`config.mk`:
```
export PLATFORM = sky130hd
export DESIGN_NAME = mac_seq_ctrl
export DESIGN_NICKNAME = d
export VERILOG_FILES = /design/src/rtl/mac_seq_ctrl.sv
export SDC_FILE = /design/constraint.sdc
export NUM_CORES = 1
export LEC_CHECK = 0
export ABC_AREA = 1
export BUFFER_PORTS_ARGS = -buffer_cell sky130_fd_sc_hd__buf_2
export CAP_MARGIN = 20
export CELL_PAD_IN_SITES_DETAIL_PLACEMENT = 1
export CELL_PAD_IN_SITES_GLOBAL_PLACEMENT = 2
export CORE_MARGIN = 4
export CORE_UTILIZATION = 24
export CTS_CLUSTER_SIZE = 8
export DETAILED_ROUTE_END_ITERATION = 8
export GPL_TIMING_DRIVEN = 0
export HOLD_SLACK_MARGIN = 0.12
export PLACE_DENSITY_LB_ADDON = 0.1
export SYNTH_ARGS = -nofsm -noshare
export SYNTH_HDL_FRONTEND = slang
export SYNTH_SLANG_ARGS = --single-unit
```
`constraint.sdc`:
```
create_clock -name clk -period 1.96 [get_ports clk]
set_input_delay 0.392 -clock clk [delete_from_list [all_inputs] [get_ports clk]]
set_output_delay 0.392 -clock clk [all_outputs]
set_load 0.05 [all_outputs]
```
`src/rtl/mac_seq_ctrl.sv`:
```
`default_nettype none
// ============================================================================
// Module      : mac_seq_ctrl
// Description : Dot-product sequencer for a single MAC unit. It clears the
//               accumulator, streams len operand pairs through a valid/ready
//               handshake, then presents the captured sum on a valid/ready port.
//               The optional macro MAC_SEQ_STALL_CNT_EN adds a saturating
//               stall_cycles counter output.
// Revision    : 1.0 - initial release
// ============================================================================
module mac_seq_ctrl #(
    parameter int DATA_WIDTH = 8,
    parameter int LEN_WIDTH  = 8
) (
    input  logic                    clk,
    input  logic                    rst,
    input  logic                    start,
    input  logic [LEN_WIDTH-1:0]    len,
    input  logic                    abort,
    input  logic                    op_valid,
    output logic                    op_ready,
    input  logic [DATA_WIDTH-1:0]   op_a,
    input  logic [DATA_WIDTH-1:0]   op_b,
    output logic                    mac_en,
    output logic                    mac_clr,
    output logic [DATA_WIDTH-1:0]   mac_ain,
    output logic [DATA_WIDTH-1:0]   mac_bin,
    input  logic [3*DATA_WIDTH-1:0] mac_cout,
    output logic                    busy,
    output logic                    res_valid,
    input  logic                    res_ready,
`ifdef MAC_SEQ_STALL_CNT_EN
    output logic [15:0]             stall_cycles,
`endif
    output logic [3*DATA_WIDTH-1:0] result
);

    localparam logic [2:0] c_idle   = 3'd0;
    localparam logic [2:0] c_clear  = 3'd1;
    localparam logic [2:0] c_accum  = 3'd2;
    localparam logic [2:0] c_drain  = 3'd3;
    localparam logic [2:0] c_result = 3'd4;

    logic [2:0]              r_state;
    logic [2:0]              w_state_nxt;
    logic [LEN_WIDTH-1:0]    r_len;
    logic [LEN_WIDTH-1:0]    r_cnt;
    logic [3*DATA_WIDTH-1:0] r_result;
    logic                    w_in_op;
    logic                    w_abort;
    logic                    w_accept;
    logic                    w_last;
    logic                    w_cmd;

    assign w_in_op  = (r_state != c_idle);
    assign w_abort  = w_in_op && abort;
    assign w_cmd    = (r_state == c_idle) && start && !abort;
    assign op_ready = (r_state == c_accum) && !abort;
    assign w_accept = op_valid && op_ready;
    assign w_last   = (r_cnt == r_len - LEN_WIDTH'(1));

    assign mac_en    = w_accept;
    assign mac_clr   = (r_state == c_clear) || w_abort;
    assign mac_ain   = op_a;
    assign mac_bin   = op_b;
    assign busy      = w_in_op;
    assign res_valid = (r_state == c_result);
    assign result    = r_result;

    always_comb begin
        w_state_nxt = r_state;
        if (w_abort) begin
            w_state_nxt = c_idle;
        end else begin
            case (r_state)
                c_idle:   if (w_cmd) w_state_nxt = c_clear;
                c_clear:  w_state_nxt = (r_len == '0) ? c_drain : c_accum;
                c_accum:  if (w_accept && w_last) w_state_nxt = c_drain;
                c_drain:  w_state_nxt = c_result;
                c_result: if (res_ready) w_state_nxt = c_idle;
                default:  w_state_nxt = c_idle;
            endcase
        end
    end

    always_ff @(posedge clk) begin
        if (rst) begin
            r_state  <= c_idle;
            r_len    <= '0;
            r_cnt    <= '0;
            r_result <= '0;
        end else begin
            r_state <= w_state_nxt;
            if (w_cmd) begin
                r_len <= len;
            end
            // Counter only lives while in ACCUM, so it is zero on every entry.
            if (w_state_nxt != c_accum) begin
                r_cnt <= '0;
            end else if (w_accept) begin
                r_cnt <= r_cnt + LEN_WIDTH'(1);
            end
            if ((r_state == c_drain) && !abort) begin
                r_result <= mac_cout;
            end
        end
    end

`ifdef MAC_SEQ_STALL_CNT_EN
    logic [15:0] r_stall;

    always_ff @(posedge clk) begin
        if (rst) begin
            r_stall <= '0;
        end else if (w_cmd) begin
            r_stall <= '0;
        end else if ((r_state == c_accum) && !op_valid && (r_stall != 16'hFFFF)) begin
            r_stall <= r_stall + 16'd1;
        end
    end

    assign stall_cycles = r_stall;
`endif

endmodule
`default_nettype wire

```
==> metrics list <==
- Synth Warn #: 0
- Share of final-layout standard cells stronger than drive strength 1: 34.7%
- Synthesis handed over a netlist of 289 instances.
- Counting flops and latches in the post-synthesis netlist gives 43.
- Number of enable-type register cells in the synthesized netlist: 0
- Of the synthesized area, sequential elements account for 40.9%.
- The worst register-to-register path begins at r_len[0].
* Startpoint-to-endpoint class of the critical path: flip-flop to output pin
- Via count of the first global-routing pass: 2223
- For the final routed database, the setup TNS stands at 0 ps.
- Combinational power share: 19.2%
- In this run the cell area measured after placement is 2650 um^2.
* Worst Path Max Fanout: 4
- Num rows: 33
- The floorplan step defined a die boundary enclosing 10300 um^2.
- First-pass GRT wire length: 10300 um
* DRC violation count after routing: 0
* Ratio of final minimum period to clock period: 93.2%
* Number of I/O pins: 99
* Internal power component: 1.39 mW
- Clock latency on the worst-skew pair, taken at its later pin, is 290 ps.
- Sequential cells account for 45.9% of the total power.
* Hold Path Class: input port to flip-flop
- The number of nets in the synthesized netlist is 345.
* Number of sinks handled by clock tree synthesis: 43
- In this run, distinct cell masters in the synthesized netlist total 30.
- The pre-antenna-repair detailed-routing pass consisted of 4 iterations.
* Endpoints failing setup: 0
* Max Root-Sink Buffers: 2
- Worst IR drop on VDD: 0.248 mV
- Setup repair after global routing left no endpoint under its margin.
* Fraction of power spent switching nets: 29.6%
* Part of the total power dissipated in the clock network: 34.9%
- Clock-pin transition on the worst setup and hold timing paths: 80 ps
- Minimum clock period: 1830 ps
- Total number of nets in the final design: 434
* Count of pins over their slew limit: 0
- In the synthesized netlist the async set-or-reset flop fraction comes to 0%.
- The synthesized design devotes to its leading area cell type 40.9% of total area.
- Clock buffer count from CTS: 5
- GRT Residual Overflow: 0
* Final hold violation count: 0
- Hpwl dp: 4890 um
- Outcome: complete, no violations
- Final wirelength: 6140 um
- From bottom edge to top edge, the die measures 102 um.
- After detailed routing, the number of vias per cell comes to 4.27.
- Clock tree root buffer cell: sky130_fd_sc_hd__clkbuf_8
- Counting tap cells, the placed design contains a total of 476 instances.
- Tightest Pin Transition: 447 ps
* Netlist area before placement: 2110 um^2
- Port buffering added 82 buffers.
- H-tree levels: 2
- Global routing consumed, over all layers together, 12.5% of the routing resources.
- CP Capture Type: output pin
- The count of nets left with antenna violations once routing finished came out at 0.
* Placeable core region: 8380 um^2
- TritonCTS built the clock tree.
- Initial antenna violation count: 1
- Worst hold slack: 315 ps
- Clock skew on the completed layout was measured at 3.43 ps.
* Nature of the critical path startpoint: flip-flop
* Number of violations reported at the end of detailed-routing iteration 0: 22
- GPL Wtd Cong: 0.681
* Final cell count without fillers: 484
- Largest area contributor in the netlist: sky130_fd_sc_hd__dfxtp_1
- Layout filler cell count: 1081
- The die is 102 um wide.
- The most used flip-flop cell after synthesis is sky130_fd_sc_hd__dfxtp_1.
- For this design the total switching power over the nets is 0.587 mW.
* Layout overhead on the synthesized area: 31.2%
- For this design the static power due to leakage is 1.39 nW.
* Cell types with the largest area share after synthesis: sky130_fd_sc_hd__dfxtp_1, sky130_fd_sc_hd__nor2_1, sky130_fd_sc_hd__o21ai_0
- Counting instances in the post-synthesis netlist gives the leading cell types as sky130_fd_sc_hd__nor2_1, sky130_fd_sc_hd__dfxtp_1, sky130_fd_sc_hd__nand2_1.
- For the worst setup path, the data arrival time is 1430 ps.
- Each instance of the synthesized netlist takes up on average 7.29 um^2.
- Count of maximum capacitance violations: 0
- For this configuration, the core starts out at a cell density of 25.1%.
- Routed wirelength normalized by instance count: 12.7 um
* Most numerous cell in the Yosys netlist: sky130_fd_sc_hd__nor2_1
- Power spread over the standard cell area amounts to 717 nW/um^2.
* Fmax: 548 MHz
* Non-Filler Cell Area, Final: 2760 um^2
- Rel. slew slack: 70.2%
- Entering global routing, the biggest net connects 14 pins.
- The worst hold path begins at mac_cout[11].
* First element of the critical path: r_state[1]
- At the worst endpoint, the required time is 1570 ps.
- The final route contains 2066 vias.
- The worst register-to-register path has a setup slack of 270 ps.
layer usage:
metal / wire [um] / up-vias / track usage (%)
met5: 12 / - / 0
met4: 59 / 2 / 3.07
met3: 616 / 7 / 5.72
met2: 2890 / 58 / 21.9
met1: 2560 / 927 / 13.8
li1: - / 1072 / -
flip-flops by register name, summed over array words and instances, names as in the netlist:
name and flops:
r_len 8, r_state 3, r_cnt 8, result 24
power by group through the flow:
stage	sequential (mW)	combinational, mW	clock (mW)
floorplan	0.939	0.265	0
global placement	0.929	0.380	0
detailed placement	0.930	0.385	0
CTS	0.910	0.387	0.723
global route	0.914	0.428	0.761
finish	0.909	0.381	0.691
critical path, stage by stage (launching register included):
cell and delay (ps):
sky130_fd_sc_hd__dfxtp_1 360, sky130_fd_sc_hd__nor2_2 150, sky130_fd_sc_hd__inv_2 60, sky130_fd_sc_hd__nor2_2 160, sky130_fd_sc_hd__nor2_2 70, sky130_fd_sc_hd__inv_1 100, sky130_fd_sc_hd__nand2_1 60, sky130_fd_sc_hd__buf_4 180
logic make-up (layout without fill, tap and decap cells):
group	after synthesis	count (layout)	share of synthesized area [%]
AND/OR/NAND/NOR	135	135	29.2
buffers and inverters	53	142	12.7
AO/OA/AOI/OAI	46	46	11.9
flip-flops	43	43	40.9
XOR/XNOR	10	10	4.16
adder cells (fa/ha/maj)	2	2	1.19
other	0	1	0
cells in the final DEF (no fill, tap or decap), drive strengths merged:
cell type	count
o31ai	1
and3	1
nor2	82
a21oi	9
nand3	12
xnor2	2
xor2	8
diode	1
o21ai	34
clkinvlp	1
a211oi	1
o211ai	1
and2	1
nor3	3
ha	2
buf	101
dfxtp	43
clkinv	1
clkbuf	10
bufinv	1
nor4	1
inv	28
nand4	1
nand2	34
final cells by class:
class                   instances  area (um^2)  share of cell area (%)
multi-input cells             193          981                    35.5
flip-flops and latches         43          862                    31.2
repair buffers                 82          413                    14.9
plain buffers                  24          156                    5.66
well taps                     105          131                    4.76
inverters                      29          110                    3.99
clock buffers                   5         68.8                    2.49
clock inverters                 2         37.5                    1.36
diodes                          1         2.50                  0.0906
timing repair:
item	CTS	global route
buffers inserted	0	0
resized for setup	1	3
setup endpoints to repair	1	9
hold buffers	0	0
final timing paths:
path           endpoint  cells after the start
max             mac_clr                      7
min          result[11]                      3
max reg2reg    r_cnt[2]                     12
min reg2reg    r_len[1]                      2
metrics by stage:
step	utilization, %	setup WS (ps)	power (mW)
floorplan	-	313	1.20
global placement	31.6	237	1.31
detailed placement	31.6	204	1.31
CTS	32.9	55.3	2.02
global route	32.9	25.1	2.10
finish	33.0	134	1.98
Note: power is estimated with default switching activity, not from simulation.
